**src/rtl/ext_trig_pkg.sv**
```systemverilog
// Shared types for the multi-channel external trigger conditioner.
// Trigger type and hold-off state encodings, sync depth, edge select.
package ext_trig_pkg;

  typedef enum logic [1:0] {
    TRG_RISE,
    TRG_FALL,
    TRG_BOTH,
    TRG_RSVD
  } trig_type_e;

  typedef enum logic {
    HS_IDLE,
    HS_HOLD
  } hold_state_e;

  localparam int SYNC_STAGES = 2;

  function automatic logic type_hit(
    input trig_type_e t,
    input logic       rise,
    input logic       fall
  );
    logic hit;
    hit = 1'b0;
    unique case (t)
      TRG_RISE: hit = rise;
      TRG_FALL: hit = fall;
      TRG_BOTH: hit = rise | fall;
      default:  hit = 1'b0;
    endcase
    return hit;
  endfunction

endpackage

```
**src/rtl/ext_trig_ch.sv**
```systemverilog
// One trigger channel: synchroniser, glitch filter, priming,
// edge select and hold-off dead-time FSM.
module ext_trig_ch
  import ext_trig_pkg::*;
#(
  parameter int unsigned FILT_LEN  = 4,
  parameter int unsigned HOLDOFF_W = 16
) (
  input  logic                 clk,
  input  logic                 rst_n,
  input  logic                 pin,
  input  logic                 en,
  input  logic [1:0]           ttype,
  input  logic [HOLDOFF_W-1:0] holdoff,
  output logic                 pulse
);

  localparam int unsigned VW = SYNC_STAGES + FILT_LEN;
  localparam logic [HOLDOFF_W-1:0] H_ONE = 1;

  (* ASYNC_REG = "TRUE" *)
  logic [SYNC_STAGES-1:0] sync_q;
  logic [SYNC_STAGES-1:0] sync_d;
  logic [FILT_LEN-1:0]    filt_q, filt_d;
  logic [VW-1:0]          vld_q, vld_d;
  logic                   stat_q, stat_d;
  logic                   stat_dly_q, stat_dly_d;
  logic                   primed_q, primed_d;
  hold_state_e            state_q, state_d;
  logic [HOLDOFF_W-1:0]   cnt_q, cnt_d;
  logic                   pulse_q, pulse_d;

  logic all_hi, all_lo, settled;
  logic rise, fall, hit;

  // Sync chain, filter window and fill tracking;
  // the first settled window only primes the level.
  always_comb begin
    sync_d     = {sync_q[SYNC_STAGES-2:0], pin};
    filt_d     = {filt_q[FILT_LEN-2:0],
                  sync_q[SYNC_STAGES-1]};
    vld_d      = {vld_q[VW-2:0], 1'b1};
    all_hi     = &filt_q;
    all_lo     = ~|filt_q;
    settled    = vld_q[VW-1] & (all_hi | all_lo);
    stat_d     = stat_q;
    primed_d   = primed_q;
    stat_dly_d = stat_q;
    if (settled) begin
      stat_d = all_hi;
      if (!primed_q) begin
        primed_d   = 1'b1;
        stat_dly_d = all_hi;
      end
    end
  end

  // Edge select and hold-off dead-time state machine.
  always_comb begin
    rise    = primed_q & stat_q & ~stat_dly_q;
    fall    = primed_q & ~stat_q & stat_dly_q;
    hit     = type_hit(trig_type_e'(ttype), rise, fall);
    state_d = state_q;
    cnt_d   = cnt_q;
    pulse_d = 1'b0;
    unique case (state_q)
      HS_IDLE: begin
        if (hit && en) begin
          pulse_d = 1'b1;
          if (holdoff != '0) begin
            cnt_d   = holdoff;
            state_d = HS_HOLD;
          end
        end
      end
      HS_HOLD: begin
        cnt_d = cnt_q - H_ONE;
        if (cnt_q == H_ONE) begin
          state_d = HS_IDLE;
        end
      end
      default: state_d = HS_IDLE;
    endcase
  end

  // Channel state registers.
  always_ff @(posedge clk) begin
    if (!rst_n) begin
      sync_q     <= '0;
      filt_q     <= '0;
      vld_q      <= '0;
      stat_q     <= 1'b0;
      stat_dly_q <= 1'b0;
      primed_q   <= 1'b0;
      state_q    <= HS_IDLE;
      cnt_q      <= '0;
      pulse_q    <= 1'b0;
    end else begin
      sync_q     <= sync_d;
      filt_q     <= filt_d;
      vld_q      <= vld_d;
      stat_q     <= stat_d;
      stat_dly_q <= stat_dly_d;
      primed_q   <= primed_d;
      state_q    <= state_d;
      cnt_q      <= cnt_d;
      pulse_q    <= pulse_d;
    end
  end

  assign pulse = pulse_q;

endmodule

```
**src/rtl/ext_trig_mc.sv**
```systemverilog
// Multi-channel trigger conditioner top: channel array, trigger-any,
// event counter; EXT_TRIG_TIMESTAMP_EN adds a timestamp latch.
module ext_trig_mc
  import ext_trig_pkg::*;
#(
  parameter int unsigned NUM_CH    = 4,
  parameter int unsigned FILT_LEN  = 4,
  parameter int unsigned HOLDOFF_W = 16,
  parameter int unsigned CNT_W     = 32
) (
  input  logic                  clk,
  input  logic                  rst_n,
  input  logic [NUM_CH-1:0]     ext_trg_in,
  input  logic [NUM_CH-1:0]     ctrl_enable,
  input  logic [2*NUM_CH-1:0]   ctrl_trigger_type,
  input  logic [HOLDOFF_W-1:0]  ctrl_holdoff,
  input  logic                  ctrl_cnt_clr,
  output logic [NUM_CH-1:0]     ext_trg_out,
  output logic                  trg_any,
  output logic [CNT_W-1:0]      trg_cnt
`ifdef EXT_TRIG_TIMESTAMP_EN
  ,
  input  logic [63:0]           ts_now,
  output logic [63:0]           ts_latched,
  output logic                  ts_valid,
  output logic [NUM_CH-1:0]     ts_chmask
`endif
);

  localparam logic [CNT_W-1:0] C_ONE = 1;

  logic [CNT_W-1:0] trg_cnt_q, trg_cnt_d;

  for (genvar i = 0; i < NUM_CH; i++) begin : g_ch
    ext_trig_ch #(
      .FILT_LEN  (FILT_LEN),
      .HOLDOFF_W (HOLDOFF_W)
    ) u_ch (
      .clk     (clk),
      .rst_n   (rst_n),
      .pin     (ext_trg_in[i]),
      .en      (ctrl_enable[i]),
      .ttype   (ctrl_trigger_type[2*i +: 2]),
      .holdoff (ctrl_holdoff),
      .pulse   (ext_trg_out[i])
    );
  end

  assign trg_any = |ext_trg_out;

  // Event counter: one count per trigger cycle, clear wins.
  always_comb begin
    trg_cnt_d = trg_cnt_q;
    if (ctrl_cnt_clr) begin
      trg_cnt_d = '0;
    end else if (trg_any) begin
      trg_cnt_d = trg_cnt_q + C_ONE;
    end
  end

  // Counter register.
  always_ff @(posedge clk) begin
    if (!rst_n) begin
      trg_cnt_q <= '0;
    end else begin
      trg_cnt_q <= trg_cnt_d;
    end
  end

  assign trg_cnt = trg_cnt_q;

`ifdef EXT_TRIG_TIMESTAMP_EN
  logic [63:0]       ts_lat_q, ts_lat_d;
  logic              ts_vld_q, ts_vld_d;
  logic [NUM_CH-1:0] ts_msk_q, ts_msk_d;

  // Capture time and channel mask of each trigger cycle.
  always_comb begin
    ts_lat_d = ts_lat_q;
    ts_msk_d = ts_msk_q;
    ts_vld_d = trg_any;
    if (trg_any) begin
      ts_lat_d = ts_now;
      ts_msk_d = ext_trg_out;
    end
  end

  // Timestamp registers.
  always_ff @(posedge clk) begin
    if (!rst_n) begin
      ts_lat_q <= '0;
      ts_vld_q <= 1'b0;
      ts_msk_q <= '0;
    end else begin
      ts_lat_q <= ts_lat_d;
      ts_vld_q <= ts_vld_d;
      ts_msk_q <= ts_msk_d;
    end
  end

  assign ts_latched = ts_lat_q;
  assign ts_valid   = ts_vld_q;
  assign ts_chmask  = ts_msk_q;
`endif

endmodule

```
**config.mk**
```make
export PLATFORM = sky130hd
export DESIGN_NAME = ext_trig_mc
export DESIGN_NICKNAME = d
export VERILOG_FILES = /design/src/rtl/ext_trig_pkg.sv /design/src/rtl/ext_trig_ch.sv /design/src/rtl/ext_trig_mc.sv
export SDC_FILE = /design/constraint.sdc
export NUM_CORES = 1
export LEC_CHECK = 0
export CORE_UTILIZATION = 50
export DETAILED_ROUTE_END_ITERATION = 7
export HOLD_SLACK_MARGIN = 0.06
export PLACE_DENSITY = 0.72
export SETUP_SLACK_MARGIN = 0.1
export SYNTH_ARGS = -nofsm -noshare
export SYNTH_HDL_FRONTEND = slang
export SYNTH_SLANG_ARGS = --single-unit
export TNS_END_PERCENT = 100
```
**constraint.sdc**
```tcl
create_clock -name clk -period 3 [get_ports clk]
set_clock_uncertainty 0.1 [all_clocks]
set_input_delay 0.3 -clock clk [delete_from_list [all_inputs] [get_ports clk]]
set_output_delay 0.3 -clock clk [all_outputs]
set_load 0.005 [all_outputs]
```
==> out/metrics.yaml <==
status: "finished clean"
hold_start: "rst_n"
tightest_slew_ps: 999.5
endpoint_kind: "register"
grt_pass1_vias: 6015
cts-htree-levels: 4
holdWs_ps: 302.8
finalHoldViolCount: 0
hpwlAfterDp_um: 12280
fin_crit_ps: 2313
vdd_drop_max_mv: 0.3081
fmax_ghz: 0.4324
worstReg2RegStart: "g_ch[3].u_ch.cnt_q[7]"
synth_top_area_cell: "dfxtp_1"
syn-cell-area_um2: 6858
intPower_mw: 3.661
die_x_um: 119.1
vias: 6350
fp-row-count: 42
hold_path.class: "in2reg"
area_growth_pct: 23.97
clock_sinks: 146
wl_met3_um: 1397
diodes: 0
p_per_area_nw_per_um2: 532.4
nNetsFinal: 917
drtIter0Drc: 470
grt_usage_pct: 25.61
cts_tree: "yes"
slew_viol_final: 0
met1_length_um: 7424
yosys_register_bits: 146
path_clk_slew_ps: 60
ctsResizeCount: 0
worst-path-buf-inv: 2
first_pass_iters: 5
ys_warn_count: 0
p_sw_share_pct: 19.11
cpMaxStageDelayCell: "nor4_2"
viasPerCell: 6.002
fill_cells: 1101
setup_viol: 0
layoutNonFillerInstCount: 1058
netlist_top_cells_area: "dfxtp_1 (43%), nand2_1 (3.6%), xnor2_1 (3.3%), and2_1 (3.2%), nor2_1 (3.2%)"
core_um2: 13300
top_layer: "met4"
place_area_um2: 7829
crit_fanout: 8
worstSetupStartpoint: "ctrl_holdoff[3]"
placed_cells: 1030
grt_pass1_wl_um: 29050
postRouteAntennaNets: 0
finalCritPeriodShare_pct: 77.10
power.share.clock_pct: 53.5
dp_slack_ps: 290.6
power_frac_comb_pct: 3.3
reg2reg_slack_ps: 700
p_leak_nw: 3.045
antenna_found_initial: 0
wl_met2_um: 7940
wirelength_um: 17470
grt_setup_unrepaired: "false"
critical-path-top-delay-family: "simple AND/OR/NAND/NOR gates"
cp-start-kind: "primary input"
start_util_pct: 51.58
cp_slowest_stage_delay_ps: 620
worst_slack_ps: 687.1
clk_latency_ps: 420
synth_flop_cell: "dfxtp_1"
ioPinCount: 72
clock_path_buffers: 2
crit_end: "g_ch[0].u_ch.cnt_q[14]"
crit_required_ps: 3210
syn_nets: 837
stdcell_area_um2: 8502
cts_buffers: 17
cp_cell_sequence: "clkdlybuf4s50_1 > nor4_1 > and4_1 > buf_4 > nor4_2 > o21ai_1 > a22o_1"
overflow: 0
p_seq_share_pct: 43.2
drv_cap: 0
route.detailed.wl_per_inst_um: 16.51
dieHeight_um: 119.1
synth-edff-count: 0
cp.arrival_ps: 2530
total_power_mw: 4.526
die_area_um2: 14190
critical_path_class: "in2reg"
syn_inst: 793
drive_gt1_share_pct: 7.710
drc: 0
cp.depth: 7
synth_cell_types: 71
regToRegEndpoint: "g_ch[3].u_ch.cnt_q[15]"
switchingPower_mw: 0.8647
slew_headroom_pct: 32.85
synth.avg_cell_area_um2: 8.648
cts-root-buf: "clkbuf_16"
reg2reg_depth: 5
utilization_pct: 63.95
final.setup.tns_ps: 0
cts-hold-fix-buffers: 0
ys_seq_area_share_pct: 42.62
port_buffers: 71
grt_max_degree: 56
routabilityCongestion: 0.8766
synth_top_area_share_pct: 42.62
postCtsSetupBuffers: 0
synth-async-reset-ratio_pct: 0
## cells in the mapped netlist (4+ instances only)
library cell and instances:
or4_1 9, o221ai_1 4, dfxtp_1 146, buf_4 4, nand3b_1 4, nor4b_1 5
clkbuf_1 27, o21ai_0 30, a21oi_1 41, and2_1 35, o311ai_1 4, xnor2_1 26
ha_1 9, o21a_1 7, and4_1 9, nor3b_1 7, a311oi_1 4, nand4b_1 10
nor3_1 25, a22oi_1 11, o21ai_1 5, a31oi_1 9, nand2_1 65, nand4_1 17
nor4_1 23, a211oi_1 8, nor2_1 58, o22ai_1 9, or3_1 14, inv_1 27
o211ai_1 5, xor2_1 23, and3_1 9, nand3_1 33, nor2b_1 4, nand2b_1 6
## routing by layer
metal  track usage [%]  up-vias
li1                  -     3070
met1             31.90     2976
met2             39.86      246
met3             6.466       58
met4             15.27        0
met5                 0        -
## layout make-up
type                       instances  area, µm²  area share (%)
timing repair buffer              98      908.4           10.68
clock inverter                    10      234.0           2.752
inverter                          27      101.3           1.192
clock buffer                      18      439.2           5.166
tap                              176      220.2           2.590
sequential                       146       2923           34.38
multi-input combinational        583       3676           43.24
## cell usage in the layout (no fill, tap or decap), types with 4 or more instances in the layout
cell type	netlist	layout
nand4b_1	10	10
o311ai_1	4	4
xor2_1	23	23
a22oi_1	11	11
inv_1	27	27
buf_4	4	27
and4_1	9	9
clkdlybuf4s50_1	0	70
o21ai_1	5	5
clkbuf_16	0	17
nand3b_1	4	4
nor3b_1	7	7
xnor2_1	26	26
nor4_1	23	23
a311oi_1	4	4
nand2b_1	6	6
o221ai_1	4	4
and2_1	35	35
nand4_1	17	17
nor2_1	58	58
nor4b_1	5	5
nor3_1	25	25
and3_1	9	9
dfxtp_1	146	146
o21ai_0	30	30
bufinv_16	0	7
or3_1	14	14
or4_1	9	9
a21oi_1	41	41
nand2_1	65	65
o21a_1	7	7
a211oi_1	8	8
ha_1	9	9
nand3_1	33	33
o211ai_1	5	5
a31oi_1	9	9
o22ai_1	9	9
nor2b_1	4	4
## state kept, by name, indices dropped and copies added (netlist names)
name,cells
g_ch.u_ch.cnt_q,64
g_ch.u_ch.filt_q,16
g_ch.u_ch.primed_q,4
g_ch.u_ch.pulse,4
g_ch.u_ch.stat_dly_q,4
g_ch.u_ch.stat_q,4
g_ch.u_ch.state_q,4
g_ch.u_ch.sync_q,8
g_ch.u_ch.vld_q,6
trg_cnt,32
## cell families after synthesis
group / Yosys count / share of synthesized area [%]
fa+ha+maj: 9 / 1.642
simple gates: 347 / 28.19
compound gates: 174 / 16.91
xor+xnor: 49 / 6.258
mux: 4 / 0.6021
flops: 146 / 42.62
buf+inv: 64 / 3.777
## worst min path at each step
stage | to | slack [ps] | depth (start not counted)
2_1_floorplan | g_ch[0].u_ch.vld_q[0] | 230 | 0
3_3_place_gp | g_ch[0].u_ch.vld_q[1] | 310 | 1
3_5_place_dp | g_ch[0].u_ch.sync_q[1] | 320 | 1
4_1_cts | g_ch[0].u_ch.vld_q[0] | 290 | 1
5_1_grt | g_ch[0].u_ch.vld_q[0] | 340 | 1
6_report | g_ch[0].u_ch.vld_q[0] | 300 | 1
## power groups by stage
stage,logic [mW],clock network (mW),registers [mW]
2_1_floorplan,0.0498,0,2.00
3_3_place_gp,0.144,0,2.00
3_5_place_dp,0.146,0,2.00
4_1_cts,0.146,2.46,1.95
5_1_grt,0.156,2.55,1.96
6_report,0.148,2.42,1.95
## worst register-to-register path: stages, from the launching register on
cell and delay [ps]:
dfxtp_1 360, or3_1 460, nor4_1 450, nor4bb_1 520, nand4b_1 180, o311ai_1 100
(Power assumes the default switching activity.)
